## src/rtl/pulse_period_meter.sv

```systemverilog
// pulse_period_meter: measures the clk-cycle interval between rising edges of a
// slow, possibly asynchronous input. Each measurement is reported with a
// one-cycle strobe. A missing edge within TIMEOUT cycles drops lock.
module pulse_period_meter #(
    parameter int CNT_W   = 25,
    parameter int TIMEOUT = 30_000_000
) (
    input  logic             clk,
    input  logic             reset,
    input  logic             sig_in,
    output logic [CNT_W-1:0] period,
    output logic             period_valid,
    output logic             locked,
    output logic             timeout
);

    localparam logic [CNT_W-1:0] TMO = CNT_W'(TIMEOUT);
    localparam logic [CNT_W-1:0] ONE = CNT_W'(1);

    typedef enum logic [1:0] {
        IDLE,
        ARMED,
        RUN
    } state_t;

    state_t           state, state_nxt;
    logic             s1, s2, s3;
    logic             sig_rise;
    logic [CNT_W-1:0] cnt, cnt_nxt, period_nxt;
    logic             pv_nxt, to_nxt, locked_nxt;

    // Two-flop synchronizer plus a history flop for rising-edge detection.
    always_ff @(posedge clk) begin
        if (reset) begin
            s1 <= 1'b0;
            s2 <= 1'b0;
            s3 <= 1'b0;
        end else begin
            s1 <= sig_in;
            s2 <= s1;
            s3 <= s2;
        end
    end

    assign sig_rise = s2 & ~s3;

    // Next-state logic. An edge takes priority over an expiring count, so a
    // period of exactly TIMEOUT is still reported.
    always_comb begin
        state_nxt  = state;
        cnt_nxt    = cnt;
        period_nxt = period;
        pv_nxt     = 1'b0;
        to_nxt     = 1'b0;
        locked_nxt = locked;
        case (state)
            IDLE: begin
                if (sig_rise) begin
                    cnt_nxt   = ONE;
                    state_nxt = ARMED;
                end
            end
            ARMED, RUN: begin
                if (sig_rise) begin
                    period_nxt = cnt;
                    pv_nxt     = 1'b1;
                    cnt_nxt    = ONE;
                    locked_nxt = 1'b1;
                    state_nxt  = RUN;
                end else if (cnt < TMO) begin
                    cnt_nxt = cnt + ONE;
                end else begin
                    to_nxt     = 1'b1;
                    locked_nxt = 1'b0;
                    cnt_nxt    = '0;
                    state_nxt  = IDLE;
                end
            end
            default: begin
                state_nxt = IDLE;
                cnt_nxt   = '0;
            end
        endcase
    end

    // State, counter and output registers.
    always_ff @(posedge clk) begin
        if (reset) begin
            state        <= IDLE;
            cnt          <= '0;
            period       <= '0;
            period_valid <= 1'b0;
            locked       <= 1'b0;
            timeout      <= 1'b0;
        end else begin
            state        <= state_nxt;
            cnt          <= cnt_nxt;
            period       <= period_nxt;
            period_valid <= pv_nxt;
            locked       <= locked_nxt;
            timeout      <= to_nxt;
        end
    end

endmodule

```

## config.mk

```make
export PLATFORM = sky130hd
export DESIGN_NAME = pulse_period_meter
export DESIGN_NICKNAME = d
export VERILOG_FILES = /design/src/rtl/pulse_period_meter.sv
export SDC_FILE = /design/constraint.sdc
export NUM_CORES = 1
export LEC_CHECK = 0
export ABC_AREA = 1
export BUFFER_PORTS_ARGS = -buffer_cell sky130_fd_sc_hd__buf_4
export CAP_MARGIN = 20
export CORE_MARGIN = 3
export CORE_UTILIZATION = 57
export CTS_CLUSTER_DIAMETER = 40
export DETAILED_ROUTE_END_ITERATION = 10
export PLACE_DENSITY = 0.78
export SLEW_MARGIN = 30
export SYNTH_ARGS = -nofsm -noshare
export SYNTH_HDL_FRONTEND = slang
export SYNTH_SLANG_ARGS = --single-unit
```

## constraint.sdc

```tcl
create_clock -name clk -period 2.3 [get_ports clk]
set_clock_uncertainty 0.2 [all_clocks]
set_input_delay 0.46 -clock clk [delete_from_list [all_inputs] [get_ports clk]]
set_output_delay 0.46 -clock clk [all_outputs]
set_load 0.005 [all_outputs]
```

==> impl_results.md, run 1 <==
- Share of cells above drive strength 1: 20.1%
- Worst vdd ir: 0.455 mV
- Avg Synthesized Cell Area: 7.25 µm²
- Clock latency on the worst-skew pair: approximately 0.34 ns
- Largest area contributor in the netlist: dfxtp_1
- Seq/Total Area, Yosys: 40.8%
- WL/cell: 14.1 µm
- CP Capture Type: register
- Critical path class: reg -> reg
- Largest net degree at the start of global routing: 44
- Core Footprint: 4790 µm²
- Min-delay src: sig_in
- Commonest cells after routing, fill and taps aside: 77 x nor2_1, 59 x nand2_1, 58 x dfxtp_1
- Routed Antenna Nets: 0
- Die ar.: approximately 6000 µm²
- Vias in the first global route: 2,351
- Total GRT Usage: 24.6%
- Startpoint Class: register
- Post-route cell area: roughly 3300 µm²
- First-pass detailed-route iteration total: 5
- Status: complete, no violations
- Total Wirelength: 6890 µm
- Number of vias in the routed layout: 2,641
- Setup-failing EPs final: 0
- Layout area overhead: 17.3%
- Final Hold Viols: 0
- DR iter-0 viols: around 220
- Leading post-synthesis cells by cell area: dfxtp_1 41%, nor2_1 10%, nand2_1 7.8%, o21ai_0 4.9%, inv_1 4.8%
- Post-DP Area: 3080 µm²
- Transition time of the tightest slew-check pin: 0.657 ns
- Synth top area share: between 40% and 50%
- Vert. Die Dim: 76.6 µm
- Hold path depth: 3
- Final critical-path required period: 2.04 ns
- R2R cell count: 10
- Clock buffer depth: 2
- Final Cycle Share: 88.6%
- PD cells: approximately 690 nW/µm²
- # hold bufs at CTS: 0
- CTS Sinks: 58
- Leakage power: 1.35 nW
- Crit path required time: 2.38 ns
- Slew headroom: 56.1%
- Starting Density: 59.4%
- Worst hold slack: 0.123 ns
- DRC viols: 0
- CTS tree: built
- Initial antenna violation count: 0
- Max-cap viol count: 0
- Critical path fanouts, max: 5
- Worst path slowest cell: dfxtp_1
- Reg2Reg Capture Point: cnt[14]
- Unrepaired setup endpoints after global routing: no
- Hold Crit Class: in -> reg
- GP Congestion: 0.909
- Synth Warn #: 0
- FP Rows: 25
- Setup Buffers After CTS: 0
- Final #Nets: roughly 420
- First-pass GRT wire length: 11,400 µm
- Root Driver: clkbuf_8
- Worst-path clk slew: 0.07 ns
- #FFs+latches synth: 58
- Syn Nets: 398
- Fmax: 491 MHz
- # diodes: 0
- Post-CTS sizing: 0
- Detailed Place HPWL: 4730 µm
- Aggregate global routing overflow: 0
- Most common cell after layout, fill and taps aside: nor2_1
- Max Slew Vio Count: 0
- I/O pin count: 31
- CP max stage delay: 0.46 ns
- Cell count after synthesis: 392
- Die Wd: roughly 77 µm
- R2r startpoint: cnt[1]
- Non-Filler Instances: 490
- Number of buffers created by CTS: 9
- Vias/cell: 5.39
- Netlist cell types: 32
- Internal reg-to-reg setup slack: 0.26 ns
- Synthesized area: 2840 µm²
- Port Buffers: 30
- Setup TNS Final: 0 ns
- CP Cell Sequence: ha_1 > inv_1 > nor2_2 > nand2_2 > nor2_1 > inv_1 > nor2_2 > xor2_1 > nand2_1 > a21oi_2
- Worst Hold End: s1
- Critical path arrival: roughly 2.1 ns
- Cell count after placement: 474
- H-tree depth: 3
- Final core occ: 69.7%
power breakdown:
part	switching, W	internal (W)
Clock	0.000402	0.000775
Sequential	0.00000770	0.00102
Combinational	0.0000619	0.0000267
Total	0.000471	0.00182
cells in the mapped netlist:
cell	count
a21oi_2	9
o21a_1	3
nor3_2	1
dfxtp_1	58
nand2_2	6
nor2_4	2
inv_1	36
nand2_1	59
inv_2	3
nor2_1	77
nand3_4	1
buf_2	4
nor3b_1	1
buf_6	1
xor2_1	15
ha_1	3
clkbuf_1	11
buf_1	1
o211ai_1	1
nand4_2	1
a21oi_1	25
nor4_1	2
nor3_1	9
nand2_4	1
o21ai_0	28
or2_2	1
nand4_1	6
o31a_1	1
nand3_1	14
nor2_2	5
buf_8	1
nand3_2	6
layout make-up:
type                    instances  area [µm²]
clock inverters                 5         100
fillers                       401        1450
clock buffers                  11         151
well taps                      67        83.8
flip-flops and latches         58        1160
repair buffers                 33         248
multi-input cells             277        1440
inverters                      39         146
layer usage:
| layer | vias up | part of all wire, % | GRT usage, % |
|---|---|---|---|
| li1 | 1301 | - | - |
| met1 | 1212 | 46 | 33.9 |
| met2 | 117 | 45 | 36.7 |
| met3 | 11 | 7.5 | 6.26 |
| met4 | 0 | 1.6 | 9.78 |
| met5 | - | 0 | 0 |
cell families after synthesis:
family | after synthesis | synth area share [%]
xor+xnor | 15 | 4.62
fa+ha+maj | 3 | 1.32
flops | 58 | 40.8
compound gates | 67 | 13.5
buf+inv | 57 | 8.36
simple gates | 192 | 31.4
worst max-delay path: cells and delay by family, from the launching register on:
kind,cells,cell delay [ns]
and+or+nand+nor,5,0.60
DFF,1,0.46
adders and majority gates,1,0.27
buffers and inverters,2,0.18
xor gates and xnor gates,1,0.15
AOI/OAI and AO/OA,1,0.13
worst max path at each step:
stage / from / endpoint
final: cnt[1] / cnt[14]
after floorplan: cnt[0] / cnt[14]
after detailed placement: state[0] / cnt[2]
after global routing: cnt[0] / cnt[14]
after CTS: state[0] / cnt[2]
after global placement: cnt[0] / cnt[14]
metrics by stage:
step	total power (W)	setup WS, ns
4_1_cts	0.00230	0.298
3_3_place_gp	0.00113	0.366
3_5_place_dp	0.00113	0.320
2_1_floorplan	0.00111	0.555
6_report	0.00229	0.263
5_1_grt	0.00237	0.116
registers in the layout, summed over array words and instances (netlist names):
name / count
period: 25
locked: 1
period_valid: 1
cnt: 25
s2: 1
state: 2
s3: 1
timeout: 1
s1: 1
Power figures use the tool's default switching activity.
==> run 2, diff against run 1 <==
==> constraint.sdc (replaced) <==
create_clock -name clk -period 2.3 [get_ports clk]
set_clock_uncertainty 0.2 [all_clocks]
set_input_delay 0.23 -clock clk [delete_from_list [all_inputs] [get_ports clk]]
set_output_delay 0.23 -clock clk [all_outputs]
set_load 0.005 [all_outputs]
==> run 2 against run 1 <==
Effect of this change: sequential cell count is the same; power is 0.19% higher; critical path depth is the same; die area stayed put; wire length grew 0.54%; fmax is 0.34% higher; critical path type unchanged; critical endpoint unchanged; largest power group unchanged; highest routed layer unchanged.
==> impl_results.md, run 2 (same netlist as run 1, synthesis figures left out) <==
- Crit path to: cnt[14]
- Worst-path clk slew: 0.07 ns (about the same)
- R2r startpoint: cnt[1]
- Aggregate global routing overflow: 0 (unchanged)
- Startpoint Class: register
- DR iter-0 viols: 263 (+18%)
- Internal reg-to-reg setup slack: 0.27 ns (about the same)
- Core Footprint: 4790 µm² (unchanged)
- Setup-failing EPs final: 0 (unchanged)
- Number of vias in the routed layout: 2,646 (+0.19%)
- Fmax: 492 MHz (+0.34%)
- Most common cell after layout, fill and taps aside: nor2_1
- Layout area overhead: 17.6%
- Clock buffer depth: 2 (unchanged)
- Leakage power: 1.36 nW (+0.31%)
- I/O pin count: 31 (unchanged)
- Starting Density: 59.4% (unchanged)
- Clock latency on the worst-skew pair: 0.34 ns (about the same)
- Delay-heaviest family, CP: simple AND/OR/NAND/NOR gates
- Total GRT Usage: 24.6% (unchanged)
- PD cells: 686 nW/µm² (-0.11%)
- CP max stage delay: 0.46 ns (about the same)
- WL/cell: 14.1 µm (+0.33%)
- Vias/cell: 5.39 (about the same)
- Crit path required time: 2.38 ns (about the same)
- Final #Nets: 425 (+0.24%)
- Max Slew Vio Count: 0 (unchanged)
- Port Buffers: 30 (unchanged)
- Vert. Die Dim: 76.6 µm (unchanged)
- Fillers: 400 (-0.25%)
- H-tree depth: 3 (unchanged)
- Setup TNS Final: 0 ns (unchanged)
- Worst path slowest cell: dfxtp_1
- CTS tree: built
- Reg2Reg Capture Point: cnt[14]
- Crit path buf inv count: 2 (unchanged)
- CP Capture Type: register
- Min-delay src: reset
- Critical path arrival: 2.11 ns (about the same)
- First-pass detailed-route iteration total: 5 (unchanged)
- Max-cap viol count: 0 (unchanged)
- Total Wirelength: 6930 µm (+0.54%)
- Final Cycle Share: 88.3% (-0.30 points)
- Share of cells above drive strength 1: 20.0% (-0.047 points)
- Final core occ: 69.9% (+0.21 points)
- Critical path fanouts, max: 5 (unchanged)
- Post-route cell area: 3340 µm² (+0.30%)
- Number of buffers created by CTS: 9 (unchanged)
- Worst vdd ir: 0.456 mV (+0.22%)
- FP Rows: 25 (unchanged)
- Die Wd: 76.6 µm (unchanged)
- Slew headroom: 55.3% (-0.80 points)
- Detailed Place HPWL: 4730 µm (unchanged)
- Final critical-path required period: 2.03 ns (-0.00694 ns)
- # diodes: 0 (unchanged)
- Routed Antenna Nets: 0 (unchanged)
- Unrepaired setup endpoints after global routing: no
- Power Total: 0.00229 W (+0.19%)
- Largest registers: cnt: 25 flops, period: 25 flops, state: 2 flops
- R2R cell count: 10 (unchanged)
- Final Hold Viols: 0 (unchanged)
- Hold Crit Class: in -> reg
- Initial antenna violation count: 0 (unchanged)
- First-pass GRT wire length: 11,400 µm (unchanged)
- Largest net degree at the start of global routing: 44 (unchanged)
- CP Cell Sequence: ha_1 > inv_1 > nor2_2 > nand2_2 > nor2_1 > inv_1 > nor2_2 > xor2_1 > nand2_1 > a21oi_2
- Critical path class: reg -> reg
- Worst Setup SP: cnt[1]
- CTS Sinks: 58 (unchanged)
- Vias in the first global route: 2,351 (unchanged)
- Root Driver: clkbuf_8
- Die ar.: 5870 µm² (unchanged)
- GP Congestion: 0.909 (unchanged)
- Number of stages on the worst setup path: 10 (unchanged)
- Transition time of the tightest slew-check pin: 0.669 ns (+0.0120 ns)
- Status: complete, no violations
- DRC viols: 0 (unchanged)
- Commonest cells after routing, fill and taps aside: 77 x nor2_1, 59 x nand2_1, 58 x dfxtp_1
- Post-DP Area: 3080 µm² (unchanged)
[run 2: per-layer routing]
| metal | vias up | routed length, µm | GRT usage, % |
|---|---|---|---|
| met3 | 11 | 487 | 6.26 |
| met4 | 0 | 118 | 9.78 |
| met1 | 1223 | 3250 | 33.9 |
| met2 | 108 | 3070 | 36.7 |
| met5 | - | 0 | 0 |
| li1 | 1304 | - | - |
[run 2: what timing repair did]
item,4_1_cts,5_1_grt
hold endpoints to repair,1,0
gates resized for setup,0,0
setup endpoints to repair,0,0
hold buffers,1,0
setup buffers,0,0
[run 2: worst min-delay path by stage]
stage	end	slack, ns	cells past startpoint
after global placement	s2	0.19	2
after global routing	s1	0.11	2
after floorplan	s1	0.14	2
after CTS	cnt[13]	0.09	2
final	s2	0.11	2
after detailed placement	s2	0.20	2
[run 2: area by class of cell]
cell class              count  area [µm²]  area share [%]
repair buffers             34         258            7.71
clock buffers              11         151            4.53
flip-flops and latches     58        1160            34.7
well taps                  67        83.8            2.51
clock inverters             5         100            2.99
inverters                  39         146            4.38
multi-input cells         277        1440            43.2
[run 2: where the power goes]
group | switching, W | internal [W] | total [W]
clock network | 0.000404 | 0.000775 | 0.00118
logic | 0.0000623 | 0.0000278 | 0.0000901
registers | 0.00000784 | 0.00102 | 0.00102
total | 0.000474 | 0.00182 | 0.00229
[run 2: through the flow]
step | worst slack (ns) | hold slack, ns | instances
final | 0.269 | 0.109 | 491
after global routing | 0.116 | 0.108 | 491
after CTS | 0.298 | 0.0936 | 491
after detailed placement | 0.320 | 0.195 | 474
after global placement | 0.366 | 0.191 | 474
after floorplan | 0.555 | 0.137 | 392
